**src/rtl/cic_interp.sv**
```systemverilog
// I/Q CIC interpolator. STAGES low-rate combs feed a one-sample hold register.
// A phase counter paced by i_strobe zero-stuffs into STAGES high-rate integrators.
module cic_interp #(
  parameter int WIDTH     = 16,
  parameter int FACTOR    = 313,
  parameter int DELAY     = 2,
  parameter int STAGES    = 5,
  parameter int ACC_WIDTH = 56,
  parameter int OUT_SHIFT = 39
) (
  input  logic             i_clock,
  input  logic             i_reset,
  input  logic [WIDTH-1:0] i_inph_data,
  input  logic [WIDTH-1:0] i_quad_data,
  input  logic             i_valid,
  output logic             o_ready,
  input  logic             i_strobe,
  output logic [WIDTH-1:0] o_inph_data,
  output logic [WIDTH-1:0] o_quad_data,
  output logic             o_valid,
  output logic             o_underrun
);

  localparam int PHASE_W = (FACTOR > 1) ? $clog2(FACTOR) : 1;
  typedef logic signed [ACC_WIDTH-1:0] acc_t;

  logic               hold_full;
  acc_t               hold_i, hold_q;
  logic [PHASE_W-1:0] phase;
  logic               slot0, take, accept;
  acc_t               in_i, in_q, inj_i, inj_q;

  acc_t               comb_i [STAGES];
  acc_t               comb_q [STAGES];
  acc_t               hist_i [STAGES][DELAY];
  acc_t               hist_q [STAGES][DELAY];
  logic [STAGES-1:0]  comb_vld;
  acc_t               cin_i  [STAGES];
  acc_t               cin_q  [STAGES];
  logic [STAGES-1:0]  cin_vld;

  acc_t               integ_i [STAGES];
  acc_t               integ_q [STAGES];
  logic [STAGES-1:0]  integ_vld;
  acc_t               iin_i   [STAGES];
  acc_t               iin_q   [STAGES];
  logic [STAGES-1:0]  iin_vld;

  assign slot0   = i_strobe && (phase == '0);
  assign take    = slot0 && hold_full;
  assign o_ready = !hold_full || take;
  assign accept  = i_valid && o_ready;

  assign in_i  = {{(ACC_WIDTH-WIDTH){i_inph_data[WIDTH-1]}}, i_inph_data};
  assign in_q  = {{(ACC_WIDTH-WIDTH){i_quad_data[WIDTH-1]}}, i_quad_data};
  assign inj_i = take ? hold_i : '0;
  assign inj_q = take ? hold_q : '0;

  // Stage k consumes stage k-1's registered output; stage 0 consumes the port.
  always_comb begin
    cin_i[0]   = in_i;
    cin_q[0]   = in_q;
    cin_vld[0] = accept;
    iin_i[0]   = inj_i;
    iin_q[0]   = inj_q;
    iin_vld[0] = i_strobe;
    for (int unsigned k = 1; k < STAGES; k++) begin
      cin_i[k]   = comb_i[k-1];
      cin_q[k]   = comb_q[k-1];
      cin_vld[k] = comb_vld[k-1];
      iin_i[k]   = integ_i[k-1];
      iin_q[k]   = integ_q[k-1];
      iin_vld[k] = integ_vld[k-1];
    end
  end

  // The whole comb pipeline freezes while the hold register is full and not
  // being taken, so a finished comb result can never overwrite an unread one.
  always_ff @(posedge i_clock) begin
    if (i_reset) begin
      comb_vld <= '0;
      for (int unsigned k = 0; k < STAGES; k++) begin
        comb_i[k] <= '0;
        comb_q[k] <= '0;
        for (int unsigned d = 0; d < DELAY; d++) begin
          hist_i[k][d] <= '0;
          hist_q[k][d] <= '0;
        end
      end
    end else if (o_ready) begin
      comb_vld <= cin_vld;
      for (int unsigned k = 0; k < STAGES; k++) begin
        if (cin_vld[k]) begin
          comb_i[k]    <= cin_i[k] - hist_i[k][DELAY-1];
          comb_q[k]    <= cin_q[k] - hist_q[k][DELAY-1];
          hist_i[k][0] <= cin_i[k];
          hist_q[k][0] <= cin_q[k];
          for (int unsigned d = 1; d < DELAY; d++) begin
            hist_i[k][d] <= hist_i[k][d-1];
            hist_q[k][d] <= hist_q[k][d-1];
          end
        end
      end
    end
  end

  always_ff @(posedge i_clock) begin
    if (i_reset) begin
      hold_full <= 1'b0;
      hold_i    <= '0;
      hold_q    <= '0;
      phase     <= '0;
    end else begin
      if (o_ready && comb_vld[STAGES-1]) begin
        hold_i    <= comb_i[STAGES-1];
        hold_q    <= comb_q[STAGES-1];
        hold_full <= 1'b1;
      end else if (take) begin
        hold_full <= 1'b0;
      end
      if (i_strobe) begin
        phase <= (phase == PHASE_W'(FACTOR - 1)) ? '0 : phase + 1'b1;
      end
    end
  end

  always_ff @(posedge i_clock) begin
    if (i_reset) begin
      integ_vld <= '0;
      for (int unsigned k = 0; k < STAGES; k++) begin
        integ_i[k] <= '0;
        integ_q[k] <= '0;
      end
    end else begin
      integ_vld <= iin_vld;
      for (int unsigned k = 0; k < STAGES; k++) begin
        if (iin_vld[k]) begin
          integ_i[k] <= integ_i[k] + iin_i[k];
          integ_q[k] <= integ_q[k] + iin_q[k];
        end
      end
    end
  end

  always_ff @(posedge i_clock) begin
    if (i_reset) begin
      o_valid     <= 1'b0;
      o_underrun  <= 1'b0;
      o_inph_data <= '0;
      o_quad_data <= '0;
    end else begin
      o_valid    <= integ_vld[STAGES-1];
      o_underrun <= slot0 && !hold_full;
      if (integ_vld[STAGES-1]) begin
        o_inph_data <= integ_i[STAGES-1][OUT_SHIFT +: WIDTH];
        o_quad_data <= integ_q[STAGES-1][OUT_SHIFT +: WIDTH];
      end
    end
  end

endmodule

```
**config.mk**
```make
export PLATFORM = sky130hd
export DESIGN_NAME = cic_interp
export DESIGN_NICKNAME = d
export VERILOG_FILES = /design/src/rtl/cic_interp.sv
export SDC_FILE = /design/constraint.sdc
export NUM_CORES = 2
export LEC_CHECK = 0
export CORE_ASPECT_RATIO = 0.9
export CORE_MARGIN = 1
export CORE_UTILIZATION = 35
export CTS_BUF_LIST = sky130_fd_sc_hd__clkbuf_8
export CTS_CLUSTER_DIAMETER = 80
export DETAILED_ROUTE_END_ITERATION = 10
export PLACE_DENSITY_LB_ADDON = 0.08
export SLEW_MARGIN = 20
export SYNTH_ARGS = -nofsm -noshare
export SYNTH_HDL_FRONTEND = slang
export SYNTH_SLANG_ARGS = --single-unit
```
**constraint.sdc**
```tcl
create_clock -name i_clock -period 10.2 [get_ports i_clock]
set_clock_uncertainty 0.1 [all_clocks]
set_input_delay 2.04 -clock i_clock [delete_from_list [all_inputs] [get_ports i_clock]]
set_output_delay 2.04 -clock i_clock [all_outputs]
set_load 0.02 [all_outputs]
```
==> results.sh <==
export IMPL_status="completed"
export IMPL_hp_class="flip-flop to flip-flop"
export IMPL_vias_per_cell=5.01
export IMPL_io_pin_count=71
export IMPL_setup_viol=0
export IMPL_slowest_delay_ns=0.78
export IMPL_firstDrtPassIters=6
export IMPL_die_h_um=593
export IMPL_fin_area_mm2=0.149
export IMPL_report_final_slew_viol_count=0
export IMPL_coreArea_mm2=0.386
export IMPL_drive_gt1_share_pct=5.11
export IMPL_crit_fanout=55
export IMPL_cts_tree="done"
export IMPL_synthTopCellsByArea="edfxtp_1 45%, ha_1 9.2%, and3_1 4.7%"
export IMPL_p_sw_uw=9050
export IMPL_cts_buffers=399
export IMPL_area_growth_pct=9.30
export IMPL_leakagePower_uw=0.0638
export IMPL_placed_cell_area_mm2=0.141
export IMPL_syn_area_per_cell_um2=9.97
export IMPL_wirelength_mm=314
export IMPL_grt_max_degree=180
export IMPL_hold_buffers=0
export IMPL_async_flop_share_pct=0
export IMPL_syn_nets=14700
export IMPL_synth_area_leader_cell="edfxtp_1"
export IMPL_ant_nets=0
export IMPL_grt_overflow_total=0
export IMPL_initialDrtViolationCount=5715
export IMPL_fin_util_pct=38.6
export IMPL_cts_resized=0
export IMPL_min_period_ns=6.94
export IMPL_post_cts_setup_buffer_count=0
export IMPL_synth_top_area_share_pct=44.8
export IMPL_cp_required_ns=10.93
export IMPL_cp_cell_sequence="clkdlybuf4s50_1 > and4b_1 > and3_2 > buf_4 > and2_1 > ha_1 > inv_1 > fa_1 > nor2b_1 > o31a_1 > o31a_1 > o2111ai_1 > a21oi_1 > o211a_1 > o21ai_1 > a2111oi_0 > o21ai_1 > and3_1 > o21a_1"
export IMPL_synth_common_cells="2032 x edfxtp_1, 1409 x nor2_1, 1227 x a21oi_1"
export IMPL_pwr_share_clk_pct=29.0
export IMPL_cts_clk_slew_worst_paths_ns=0.06
export IMPL_p_per_area_mw_per_mm2=183
export IMPL_grt_pass1_vias=93900
export IMPL_p_sw_share_pct=33.2
export IMPL_worst_path_max_delay_cell="clkdlybuf4s50_1"
export IMPL_numPlacedInstances=18200
export IMPL_cts_htree_levels=5
export IMPL_seqPwrFrac_pct=42.3
export IMPL_drc_errors=0
export IMPL_synth_cell_types=109
export IMPL_worstSetupPathType="primary input to flip-flop"
export IMPL_synth_enable_flop_cells=2032
export IMPL_dpl_hpwl_mm=230
export IMPL_clock_latency_ns=1.10
export IMPL_cap_violations=0
export IMPL_yosysWarningCount=0
export IMPL_portBuffers=70
export IMPL_crit_path_start_kind="primary input"
export IMPL_gp_congestion=0.861
export IMPL_avgRoutedWirePerCell_um=16.6
export IMPL_floorplan_rows=216
export IMPL_syn_cell_area_mm2=0.136
export IMPL_tightest_slew_ns=1.06
export IMPL_reg2reg_depth=20
export IMPL_dieArea_mm2=0.391
export IMPL_finalNetCount=14600
export IMPL_die_w_um=659
export IMPL_relSlewSlack_pct=29.5
export IMPL_clockBufferDepth=4
export IMPL_start_util_pct=35.3
export IMPL_arrival_ns=7.68
export IMPL_finalPower_uw=27200
export IMPL_post_route_period_util_pct=68.1
export IMPL_peakVddDrop_mv=0.127
export IMPL_setup_tns_ns=0
export IMPL_grt_total_usage_pct=15.5
export IMPL_antenna_found_initial=5
export IMPL_grt_setup_unrepaired="no"
export IMPL_hold_violations=0
export IMPL_cp_end_kind="flip-flop"
export IMPL_yosys_most_used_dff="edfxtp_1"
export IMPL_comb_power_share_pct=28.7
export IMPL_instances_no_fill=18900
export IMPL_p_int_uw=18200
export IMPL_fmax_mhz=144
export IMPL_whs_path_depth=2
export IMPL_netlist_instances=13600
export IMPL_cts_sinks=2196
export IMPL_cts_root_buf="clkbuf_8"
export IMPL_ys_ff_latch=2196
export IMPL_grt_pass1_wl_mm=504
export IMPL_vias=95000
export IMPL_yosysMostFrequentCell="edfxtp_1"
export IMPL_fillCellCount=38100
export IMPL_yosysSeqAreaShare_pct=47.3
## metrics by stage
step	hold slack (ns)	setup slack, ns
global route	0.367	2.87
floorplan	0.332	2.10
global placement	0.343	2.18
CTS	0.354	3.35
detailed placement	0.345	2.08
finish	0.350	3.26
## metal layers
metal | GRT usage (%) | vias up | wire length [um]
met2 | 24.1 | 1403 | 135000
li1 | - | 49500 | -
met5 | 0 | - | 47
met4 | 4.74 | 8 | 8910
met1 | 22.4 | 43500 | 161000
met3 | 1.85 | 552 | 9730
## power groups by stage
stage          logic [uW]  registers, uW  clock network (uW)
3_3_place_gp         7780          11700                   0
2_1_floorplan        6220          11400                   0
4_1_cts              7820          11500                8280
6_report             7810          11500                7900
5_1_grt              8780          11600                8610
3_5_place_dp         7780          11700                   0
## final timing paths
kind | startpoint | endpoint | slack, ns
worst max-delay path | i_strobe | integ_i[0][46]$_SDFFCE_PP0P_ | 3.26
worst max register to register | phase[0]$_SDFFE_PP0P_ | integ_i[0][46]$_SDFFCE_PP0P_ | 4.59
worst min-delay path | hold_i[34]$_SDFFE_PP0P_ | hold_i[34]$_SDFFE_PP0P_ | 0.35
worst min register to register | hold_i[34]$_SDFFE_PP0P_ | hold_i[34]$_SDFFE_PP0P_ | 0.35
## cells in the final DEF, fill, tap and decap left out, drive strengths merged, types with 164 or more instances in the layout
cell | synthesis | layout
nand4 | 196 | 196
a21oi | 1236 | 1236
nand3 | 180 | 180
inv | 716 | 870
xor2 | 385 | 385
ha | 1002 | 1002
and3 | 1025 | 1025
edfxtp | 2032 | 2032
nor2 | 1410 | 1410
nand2 | 950 | 950
o21ai | 610 | 610
and2 | 224 | 224
clkbuf | 672 | 415
o21bai | 183 | 183
dfxtp | 164 | 164
nor3 | 173 | 173
xnor2 | 489 | 489
a21o | 616 | 616
## layout make-up
class                           instances  area (um^2)  area share (%)
Timing Repair Buffer                  134         1250           0.844
Clock buffer                          415         5710            3.84
Multi-Input combinational cell      10100        66600            44.8
Tap cell                             5123         6410            4.31
Antenna cell                            2         5.00         0.00337
Inverter                              716         2690            1.81
Clock inverter                        313         1730            1.16
Sequential cell                      2196        64300            43.2
## critical path, delay by kind of cell
kind,cells,cell delay (ns)
AO/OA/AOI/OAI,9,2.25
AND/OR/NAND/NOR,5,1.46
buffers and inverters,3,1.30
adder cells (fa/ha/maj),2,0.61
## logic make-up after synthesis
family                     after synthesis  share of synthesized area [%]
and+or+nand+nor                       4622                           16.7
AOI/OAI and AO/OA                     3438                           16.1
DFF                                   2196                           47.3
buffers and inverters                 1400                           3.87
adders and majority gates             1054                           9.98
xor gates and xnor gates               874                           5.63
muxes                                   62                          0.456
## state kept, by name, summed over array words and instances (netlist names), 55 cells and up
| signal | flops |
|---|---|
| comb_q | 273 |
| hist_i | 468 |
| comb_i | 273 |
| hold_i | 55 |
| integ_i | 275 |
| hold_q | 55 |
| hist_q | 468 |
| integ_q | 275 |
Note: power is estimated with default switching activity, not from simulation.
